File: src/rtl/sd_stream_gen_pkg.sv
// Shared types and constants for the srdy/drdy stream generator.
// Holds the FSM state encoding and the maximal-length Galois LFSR taps per data width.
package sd_stream_gen_pkg;

    typedef enum logic [1:0] {
        ST_IDLE = 2'd0,
        ST_SEND = 2'd1,
        ST_GAP  = 2'd2,
        ST_DONE = 2'd3
    } state_t;

    localparam logic [31:0] TAPS_8  = 32'h0000_00B8;
    localparam logic [31:0] TAPS_16 = 32'h0000_B400;
    localparam logic [31:0] TAPS_32 = 32'h8020_0003;

    function automatic logic [31:0] lfsr_taps(input int w);
        logic [31:0] t;
        case (w)
            32'sd8:  t = TAPS_8;
            32'sd16: t = TAPS_16;
            32'sd32: t = TAPS_32;
            default: t = TAPS_8;
        endcase
        return t;
    endfunction

endpackage

File: src/rtl/sd_lfsr_step.sv
// Combinational single step of a right-shifting Galois LFSR.
// Taps are chosen from the package for the configured width.
module sd_lfsr_step
    import sd_stream_gen_pkg::*;
#(
    parameter int width = 8
) (
    input  logic [width-1:0] cur,
    output logic [width-1:0] nxt
);

    localparam logic [31:0]      TAPS_ALL = lfsr_taps(width);
    localparam logic [width-1:0] TAPS_W   = TAPS_ALL[width-1:0];

    // shift right and fold the taps back in when a one drops out
    always_comb begin
        nxt = {1'b0, cur[width-1:1]};
        if (cur[0]) begin
            nxt = {1'b0, cur[width-1:1]} ^ TAPS_W;
        end else begin
            nxt = {1'b0, cur[width-1:1]};
        end
    end

endmodule

File: src/rtl/sd_stream_gen.sv
// srdy/drdy producer: emits a programmed number of words with an idle gap after each.
// Define SD_STREAM_GEN_LFSR_EN to produce LFSR data instead of incrementing data.
module sd_stream_gen
    import sd_stream_gen_pkg::*;
#(
    parameter int width  = 8,
    parameter int cnt_sz = 16
) (
    input  logic              clk,
    input  logic              reset,
    input  logic              start,
    input  logic [cnt_sz-1:0] count,
    input  logic [3:0]        gap,
    input  logic [width-1:0]  seed,
    output logic              p_srdy,
    input  logic              p_drdy,
    output logic [width-1:0]  p_data,
    output logic              busy,
    output logic              done,
    output logic [cnt_sz-1:0] sent
);

    localparam logic [cnt_sz-1:0] CNT_ZERO = {cnt_sz{1'b0}};
    localparam logic [cnt_sz-1:0] CNT_ONE  = {{(cnt_sz-1){1'b0}}, 1'b1};

    state_t            state_r;
    state_t            next_state_s;
    logic [cnt_sz-1:0] count_r;
    logic [cnt_sz-1:0] sent_r;
    logic [cnt_sz-1:0] sent_inc_s;
    logic [3:0]        gap_r;
    logic [3:0]        gap_cnt_r;
    logic [width-1:0]  data_r;
    logic [width-1:0]  data_next_s;
    logic [width-1:0]  seed_load_s;
    logic              xfer_s;
    logic              p_srdy_s;
    logic              busy_s;
    logic              done_s;
    logic              p_srdy_r;
    logic              busy_r;
    logic              done_r;

`ifdef SD_STREAM_GEN_LFSR_EN
    sd_lfsr_step #(.width(width)) u_lfsr_step (
        .cur (data_r),
        .nxt (data_next_s)
    );

    // a zero seed would lock the LFSR, so it is promoted to one
    always_comb begin
        if (seed == {width{1'b0}}) begin
            seed_load_s = {{(width-1){1'b0}}, 1'b1};
        end else begin
            seed_load_s = seed;
        end
    end
`else
    // incrementing data source, wraps modulo 2^width
    always_comb begin
        data_next_s = data_r + {{(width-1){1'b0}}, 1'b1};
        seed_load_s = seed;
    end
`endif

    assign xfer_s     = (state_r == ST_SEND) && p_drdy;
    assign sent_inc_s = sent_r + CNT_ONE;

    // state register
    always_ff @(posedge clk) begin
        if (reset) begin
            state_r <= ST_IDLE;
        end else begin
            state_r <= next_state_s;
        end
    end

    // next-state decode
    always_comb begin
        next_state_s = state_r;
        case (state_r)
            ST_IDLE: begin
                if (start) begin
                    next_state_s = (count == CNT_ZERO) ? ST_DONE : ST_SEND;
                end else begin
                    next_state_s = ST_IDLE;
                end
            end
            ST_SEND: begin
                if (!xfer_s) begin
                    next_state_s = ST_SEND;
                end else if (sent_inc_s == count_r) begin
                    next_state_s = ST_DONE;
                end else if (gap_r != 4'd0) begin
                    next_state_s = ST_GAP;
                end else begin
                    next_state_s = ST_SEND;
                end
            end
            ST_GAP: begin
                if (gap_cnt_r <= 4'd1) begin
                    next_state_s = ST_SEND;
                end else begin
                    next_state_s = ST_GAP;
                end
            end
            ST_DONE: next_state_s = ST_IDLE;
            default: next_state_s = ST_IDLE;
        endcase
    end

    // outputs decoded from the next state so they can be registered alongside it
    always_comb begin
        p_srdy_s = 1'b0;
        busy_s   = 1'b0;
        done_s   = 1'b0;
        case (next_state_s)
            ST_IDLE: begin
                p_srdy_s = 1'b0;
                busy_s   = 1'b0;
                done_s   = 1'b0;
            end
            ST_SEND: begin
                p_srdy_s = 1'b1;
                busy_s   = 1'b1;
                done_s   = 1'b0;
            end
            ST_GAP: begin
                p_srdy_s = 1'b0;
                busy_s   = 1'b1;
                done_s   = 1'b0;
            end
            ST_DONE: begin
                p_srdy_s = 1'b0;
                busy_s   = 1'b1;
                done_s   = 1'b1;
            end
            default: begin
                p_srdy_s = 1'b0;
                busy_s   = 1'b0;
                done_s   = 1'b0;
            end
        endcase
    end

    // registered control outputs
    always_ff @(posedge clk) begin
        if (reset) begin
            p_srdy_r <= 1'b0;
            busy_r   <= 1'b0;
            done_r   <= 1'b0;
        end else begin
            p_srdy_r <= p_srdy_s;
            busy_r   <= busy_s;
            done_r   <= done_s;
        end
    end

    // datapath: latched parameters, data word, transfer and gap counters
    always_ff @(posedge clk) begin
        if (reset) begin
            count_r   <= CNT_ZERO;
            sent_r    <= CNT_ZERO;
            gap_r     <= 4'd0;
            gap_cnt_r <= 4'd0;
            data_r    <= {width{1'b0}};
        end else begin
            case (state_r)
                ST_IDLE: begin
                    if (start) begin
                        sent_r <= CNT_ZERO;
                        if (count != CNT_ZERO) begin
                            count_r <= count;
                            gap_r   <= gap;
                            data_r  <= seed_load_s;
                        end
                    end
                end
                ST_SEND: begin
                    if (xfer_s) begin
                        sent_r    <= sent_inc_s;
                        data_r    <= data_next_s;
                        gap_cnt_r <= gap_r;
                    end
                end
                ST_GAP: begin
                    gap_cnt_r <= gap_cnt_r - 4'd1;
                end
                default: begin
                    gap_cnt_r <= gap_cnt_r;
                end
            endcase
        end
    end

    assign p_srdy = p_srdy_r;
    assign busy   = busy_r;
    assign done   = done_r;
    assign sent   = sent_r;
    assign p_data = data_r;

endmodule
File: config.mk
export PLATFORM = sky130hd
export DESIGN_NAME = sd_stream_gen
export DESIGN_NICKNAME = d
export VERILOG_FILES = /design/src/rtl/sd_stream_gen_pkg.sv /design/src/rtl/sd_lfsr_step.sv /design/src/rtl/sd_stream_gen.sv
export SDC_FILE = /design/constraint.sdc
export NUM_CORES = 1
export LEC_CHECK = 0
export ABC_AREA = 1
export CORE_MARGIN = 5
export CORE_UTILIZATION = 47
export CTS_CLUSTER_SIZE = 40
export DETAILED_ROUTE_END_ITERATION = 12
export PLACE_DENSITY = 0.77
export SLEW_MARGIN = 10
export SYNTH_ARGS = -nofsm -noshare
export SYNTH_HDL_FRONTEND = slang
export SYNTH_SLANG_ARGS = --single-unit
File: constraint.sdc
create_clock -name clk -period 1.9 [get_ports clk]
set_input_delay 0.38 -clock clk [delete_from_list [all_inputs] [get_ports clk]]
set_output_delay 0.38 -clock clk [all_outputs]
set_load 0.01 [all_outputs]
==> impl_metrics.yaml, run 1 <==
outcome:
  outcome: "finished with violations"
  violations: "setup timing"
timing:
  min_period_over_period_pct: 103
  period_needed_ps: 1960
  hold_viol: 0
  finalSetupViolations: 5
  whs_ps: 484
  worst_pin_slew_ps: 384
  max_freq_ghz: 0.511
  slew_headroom_pct: 74.2
  worst_slack_ps: -58.4
  drv_slew: 0
  rsz0062_at_grt: "true"
  finalClockSkew_ps: 4.61
detailed_routing:
  routedWlPerCell_microns: 13.9
  dr.pass1.iters: 5
  drcViolationCount: 0
  drtIter0Drc: 206
  via_per_inst: 5.35
  ant_nets: 0
  via_count: 3264
  wirelength_microns: 8460
synth:
  ys_top_cells_by_area: "dfxtp_1 36%, nand2_1 14%, o21ai_0 7.2%"
  ys.flop_type: "dfxtp_1"
  yosysUniqueCellTypes: 28
  synth_warnings: 0
  yosys.area.top_type_share_pct: 36.3
  synth_edf_count: 0
  async_flop_share_pct: 0
  yosys.area.top_type: "dfxtp_1"
  synth_seq_cells: 53
  seq_area_frac_synth_pct: 36.3
  synth_area_per_cell_sq_um: 6.50
  syn_area_sq_um: 2920
  ys_top_cells_by_count: "112 x nand2_1, 54 x nor2_1, 53 x dfxtp_1"
  synthCells: 449
  syn-num-nets: 485
  yosysMostFrequentCell: "nand2_1"
finish:
  nFillCells: 499
  drive_above_1_share_pct: 17.9
  fin_cells: 610
  area_delta_synth_final_pct: 40.3
  diodes: 0
  postLayoutCellArea_sq_um: 4100
  finalNetCount: 570
floorplan:
  placementRows: 28
  die_h_microns: 88.8
  core_sq_um: 5990
  ios: 59
  start_util_pct: 48.7
  die_w_microns: 88.8
  dieArea_sq_um: 7890
cts:
  cts_tree: "built"
  cts_buffers: 5
  clockBufferDepth: 2
  path_clk_slew_ps: 100
  worstSkewPairLatency_ps: 300
  clock_sinks: 53
  root_buffer: "clkbuf_8"
  htreeDepth: 2
setup_path:
  critPathBufInv: 1
  crit_arrival_ps: 2200
  path_max_fanout: 7
  r2r_end: "p_srdy"
  reg2reg_from: "sent[1]"
  crit_start: "sent[1]"
  regToRegSetupSlack_ps: -60
  critical_path.slowest_cell: "dfxtp_2"
  cpLargestDelayFamily: "simple AND/OR/NAND/NOR gates"
  cp.required_ps: 2150
  critPathCaptureType: "flop"
  worstRegToRegCells: 16
  crit_path_start_kind: "flop"
  path_class: "flop to flop"
  path_cells: "ha_4 > nand2_4 > nor2_4 > buf_6 > nand2_2 > nand2_2 > nand2_2 > nand2_1 > nand3_2 > nor2_4 > nand3_2 > nand2_1 > nand2_1 > nand2_1 > nand2_2 > nor2_2"
  critical-path-max-stage-delay_ps: 370
worst_hold_path:
  hp-start: "count_r[13]"
  hold_path_class: "flop to flop"
  hold_path_end: "count_r[13]"
  hold_path_depth: 2
run:
  maxCapViolCount: 0
global_routing:
  grt_usage_pct: 21.5
  grt_overflow: 0
  grt_pass1_wl_microns: 13500
  antenna_found_initial: 0
  grt_max_degree: 22
  first_global_vias: 3078
power_and_ir_drop:
  switching_power_uw: 823
  comb_power_share_pct: 26.0
  cellPowerDensity_nw_per_um2: 645
  ir_worst_vdd_mv: 0.358
  sw_frac_of_total_pct: 31.1
  p_leak_uw: 0.00162
  power_frac_seq_pct: 48.4
  power.internal_uw: 1820
  power_frac_clock_pct: 25.6
placed_design:
  dp.cells: 597
  placed_cell_area_sq_um: 3760
  dp_slack_ps: -301
  place_congestion: 0.844
  port-buffer-count: 58
  dp.final_hpwl_microns: 6260
## how the worst max path moves through the flow
stage               cells after the start        end  slack [ps]
floorplan                              15     p_srdy          50
global placement                        8  p_data[2]        -250
detailed placement                      8  p_data[6]        -300
CTS                                    17       done         -80
global route                           16       done        -210
finish                                 16     p_srdy         -60
## power by group through the flow
stage	clock, uW	combinational, uW	sequential, uW
final	677	686	1280
after global routing	734	755	1290
after CTS	684	646	1280
after detailed placement	0	631	1290
after global placement	0	617	1290
after floorplan	0	335	1300
## layout make-up
| class | instances | area (sq um) | share of cell area, % |
|---|---|---|---|
| repair buffers | 90 | 853 | 20.8 |
| clock inverters | 2 | 13.8 | 0.336 |
| well taps | 75 | 93.8 | 2.29 |
| inverters | 50 | 188 | 4.58 |
| clock buffers | 6 | 82.6 | 2.02 |
| flip-flops and latches | 53 | 1070 | 26.1 |
| multi-input cells | 334 | 1790 | 43.8 |
## logic make-up (layout without fill, tap and decap cells)
kind of cell	after synthesis	count (layout)	synth area share, %
flops	53	53	36.3
xor+xnor	7	7	2.10
fa+ha+maj	4	4	1.71
buf+inv	62	148	8.06
compound gates	88	88	16.0
simple gates	235	235	35.8
## layout by cell type (no fill, tap or decap), drive strengths merged
cell	instances
nand2	115
nor2	61
clkdlybuf4s50	58
dfxtp	53
inv	50
o21ai	43
a21oi	37
buf	32
nand3	30
nand4	10
nand3b	8
clkbuf	6
nor4	6
xnor2	4
ha	4
xor2	3
a31oi	3
o21bai	2
nor3	2
or2	2
clkinv	2
a211oi	1
o22ai	1
and2	1
o211ai	1
## through the flow
| stage | total power [uW] | utilization, % | TNS, ps |
|---|---|---|---|
| 6_report | 2640 | 68.4 | -156 |
| 5_1_grt | 2780 | 68.4 | -913 |
| 4_1_cts | 2600 | 65.5 | -204 |
| 3_5_place_dp | 1930 | 62.8 | -5140 |
| 3_3_place_gp | 1910 | 62.8 | -4610 |
| 2_1_floorplan | 1630 | - | 0 |
## routing by layer
layer	up-vias	GRT usage (%)	wire (microns)
met2	120	36.0	4050
met5	-	0	0
li1	1631	-	-
met1	1504	27.7	3780
met3	9	4.00	556
met4	0	7.55	80
## state kept, by name, summed over array words and instances, names as in the netlist
register,flops
gap_r,4
count_r,16
busy,1
state_r,2
gap_cnt_r,4
p_data,8
sent,16
p_srdy,1
done,1
## timing repair
item                                    4_1_cts  5_1_grt
endpoints found under the setup margin        5       26
setup buffers                                 1        4
hold buffers                                  0        0
resized for setup                            20       32
pin swaps                                    11       19
## worst reg2reg max path, delay by kind of cell (launching register included)
family | cells | cell delay (ps)
AND/OR/NAND/NOR | 14 | 1220
flip-flops | 1 | 370
adder cells (fa/ha/maj) | 1 | 160
buffers and inverters | 1 | 140
No activity file was read; power rests on OpenSTA's default activity.
==> run 2: changes to the inputs <==
- CTS_CLUSTER_SIZE: 40 -> 20
==> results of run 2 <==
No change in the layout: final DEF, timing and power equal those of run 1.
==> run 3: changes to the inputs <==
- RECOVER_POWER: default -> 100
==> run 3 against run 2 <==
The run still ends with setup timing left. Utilization is 0.084 points lower. Setup slack worse by 3.6 ps. Non-clock buffer count unchanged. Final cell count did not move. Clock power hardly changed. Power down 0.24%. Critical path type unchanged. Largest cell class unchanged.
==> impl_metrics.yaml, run 3 (synthesis gave the netlist of run 1 again) <==
outcome:
  outcome: "finished with violations"
  violations: "setup timing"
setup_path:
  path_max_fanout: 7
  reg2reg_from: "sent[1]"
  worstRegToRegCells: 16
  critical_path.slowest_cell: "dfxtp_2"
  path_cells: "ha_4 > nand2_4 > nor2_4 > buf_6 > nand2_2 > nand2_2 > nand2_2 > nand2_1 > nand3_2 > nor2_4 > nand3_2 > nand2_1 > nand2_1 > nand2_1 > nand2_2 > nor2_2"
  regToRegSetupSlack_ps: -60
  critical-path-max-stage-delay_ps: 370
  cpLargestDelayFamily: "simple AND/OR/NAND/NOR gates"
  path_class: "flop to flop"
  critPathCaptureType: "flop"
  cp.required_ps: 2150
  crit_arrival_ps: 2210
  critPathBufInv: 1
  crit_path_start_kind: "flop"
  r2r_end: "p_srdy"
worst_hold_path:
  hold_path_end: "count_r[13]"
  hold_path_class: "flop to flop"
  hp-start: "count_r[13]"
  hold_path_depth: 2
global_routing:
  busiest_layer: "met2"
  use_met3_pct: 4.00
  first_global_vias: 3078
  grt_pass1_wl_microns: 13500
  use_met2_pct: 36.0
  gr-usage-met1_pct: 27.7
  antenna_found_initial: 0
  grt_overflow: 0
  grt_max_degree: 22
  grt_usage_pct: 21.5
timing:
  drv_slew: 0
  rsz0062_at_grt: "true"
  worst_pin_slew_ps: 407
  finalClockSkew_ps: 4.45
  slew_headroom_pct: 72.9
  min_period_over_period_pct: 103
  setup_tns_ps: -179
  period_needed_ps: 1960
  finalSetupViolations: 5
  hold_viol: 0
  worst_slack_ps: -62.0
  max_freq_ghz: 0.510
placed_design:
  placed_cell_area_sq_um: 3760
  place_congestion: 0.844
  dp.final_hpwl_microns: 6260
  port-buffer-count: 58
cts:
  worstSkewPairLatency_ps: 310
  cts_buffers: 5
  clock_sinks: 53
  path_clk_slew_ps: 100
  cts_tree: "built"
  htreeDepth: 2
  root_buffer: "clkbuf_8"
  clockBufferDepth: 2
floorplan:
  die_w_microns: 88.8
  core_sq_um: 5990
  die_h_microns: 88.8
  ios: 59
  start_util_pct: 48.7
  dieArea_sq_um: 7890
  placementRows: 28
finish:
  final_common_cell: "nand2_1"
  finalNetCount: 570
  diodes: 0
  drive_above_1_share_pct: 17.6
  postLayoutCellArea_sq_um: 4090
  mostFrequentLayoutCells: "100 x nand2_1, 53 x clkdlybuf4s50_1, 49 x nor2_1, 48 x inv_1, 47 x dfxtp_1"
  area_delta_synth_final_pct: 40.2
power_and_ir_drop:
  power_uw: 2640
  p_leak_uw: 0.00164
  cellPowerDensity_nw_per_um2: 644
  ir_worst_vdd_mv: 0.359
detailed_routing:
  drtIter0Drc: 220
  wirelength_microns: 8490
  routedWlPerCell_microns: 13.9
  ant_nets: 0
  via_per_inst: 5.36
  dr.pass1.iters: 5
  via_count: 3270
  drcViolationCount: 0
run:
  maxCapViolCount: 0
-- run 3: cell count changes in the layout (fill, tap and decap cells not counted) --
| cell | before | now |
|---|---|---|
| clkdlybuf4s50_1 | 58 | 53 |
| inv_1 | 47 | 48 |
| dlygate4sd3_1 | 0 | 5 |
| inv_2 | 3 | 2 |
| buf_4 | 28 | 27 |
| clkbuf_2 | 0 | 1 |
| nor2_2 | 6 | 5 |
| nor2_1 | 48 | 49 |
-- run 3: power by group --
| part | switching (uW) | total [uW] | internal (uW) |
|---|---|---|---|
| Clock | 381 | 677 | 296 |
| Sequential | 78.6 | 1280 | 1200 |
| Combinational | 363 | 680 | 317 |
| Total | 822 | 2640 | 1810 |
-- run 3: final cells by class --
| cell class | count | area, sq um |
|---|---|---|
| well taps | 75 | 93.8 |
| flip-flops and latches | 53 | 1070 |
| fillers | 501 | 1900 |
| inverters | 50 | 188 |
| multi-input cells | 334 | 1790 |
| repair buffers | 90 | 851 |
| clock buffers | 6 | 82.6 |
| clock inverters | 2 | 13.8 |
-- run 3: worst max-delay path by stage --
stage,start,to,slack (ps),cells after the start
6_report,sent[1],p_srdy,-60,16
5_1_grt,sent[1],done,-210,16
4_1_cts,sent[1],done,-80,17
3_5_place_dp,count[0],p_data[6],-300,8
3_3_place_gp,count[0],p_data[2],-250,8
2_1_floorplan,sent[0],p_srdy,50,15
-- run 3: per-layer routing --
metal  wire (microns)  part of all wire [%]  vias up
li1                 -                     -     1632
met1             3810                    45     1506
met2             4050                    48      120
met3              531                   6.3       12
met4               88                   1.0        0
met5                0                     0        -
-- run 3: what timing repair did --
| item | in CTS | in global routing |
|---|---|---|
| resized for setup | 20 | 32 |
| endpoints found under the hold margin | 0 | 0 |
| pin swaps | 11 | 19 |
| hold buffers | 0 | 0 |
| buffers inserted | 1 | 4 |
| endpoints found under the setup margin | 5 | 26 |
-- run 3: metrics by stage --
stage	worst slack [ps]	std cells	utilization (%)	hold WS, ps
after global placement	-248	597	62.8	459
after detailed placement	-301	597	62.8	466
after global routing	-206	610	68.3	500
final	-62.0	610	68.3	484
after CTS	-82.2	606	65.5	482
after floorplan	50.7	449	-	439
-- run 3: worst reg2reg max path: stages, from the launching register on --
cell and delay [ps]:
dfxtp_2 370, ha_4 160, nand2_4 50, nor2_4 200, buf_6 140, nand2_2 50, nand2_2 90, nand2_2 60
nand2_1 80, nand3_2 110, nor2_4 140, nand3_2 80, nand2_1 70, nand2_1 50, nand2_1 80, nand2_2 90
nor2_2 100
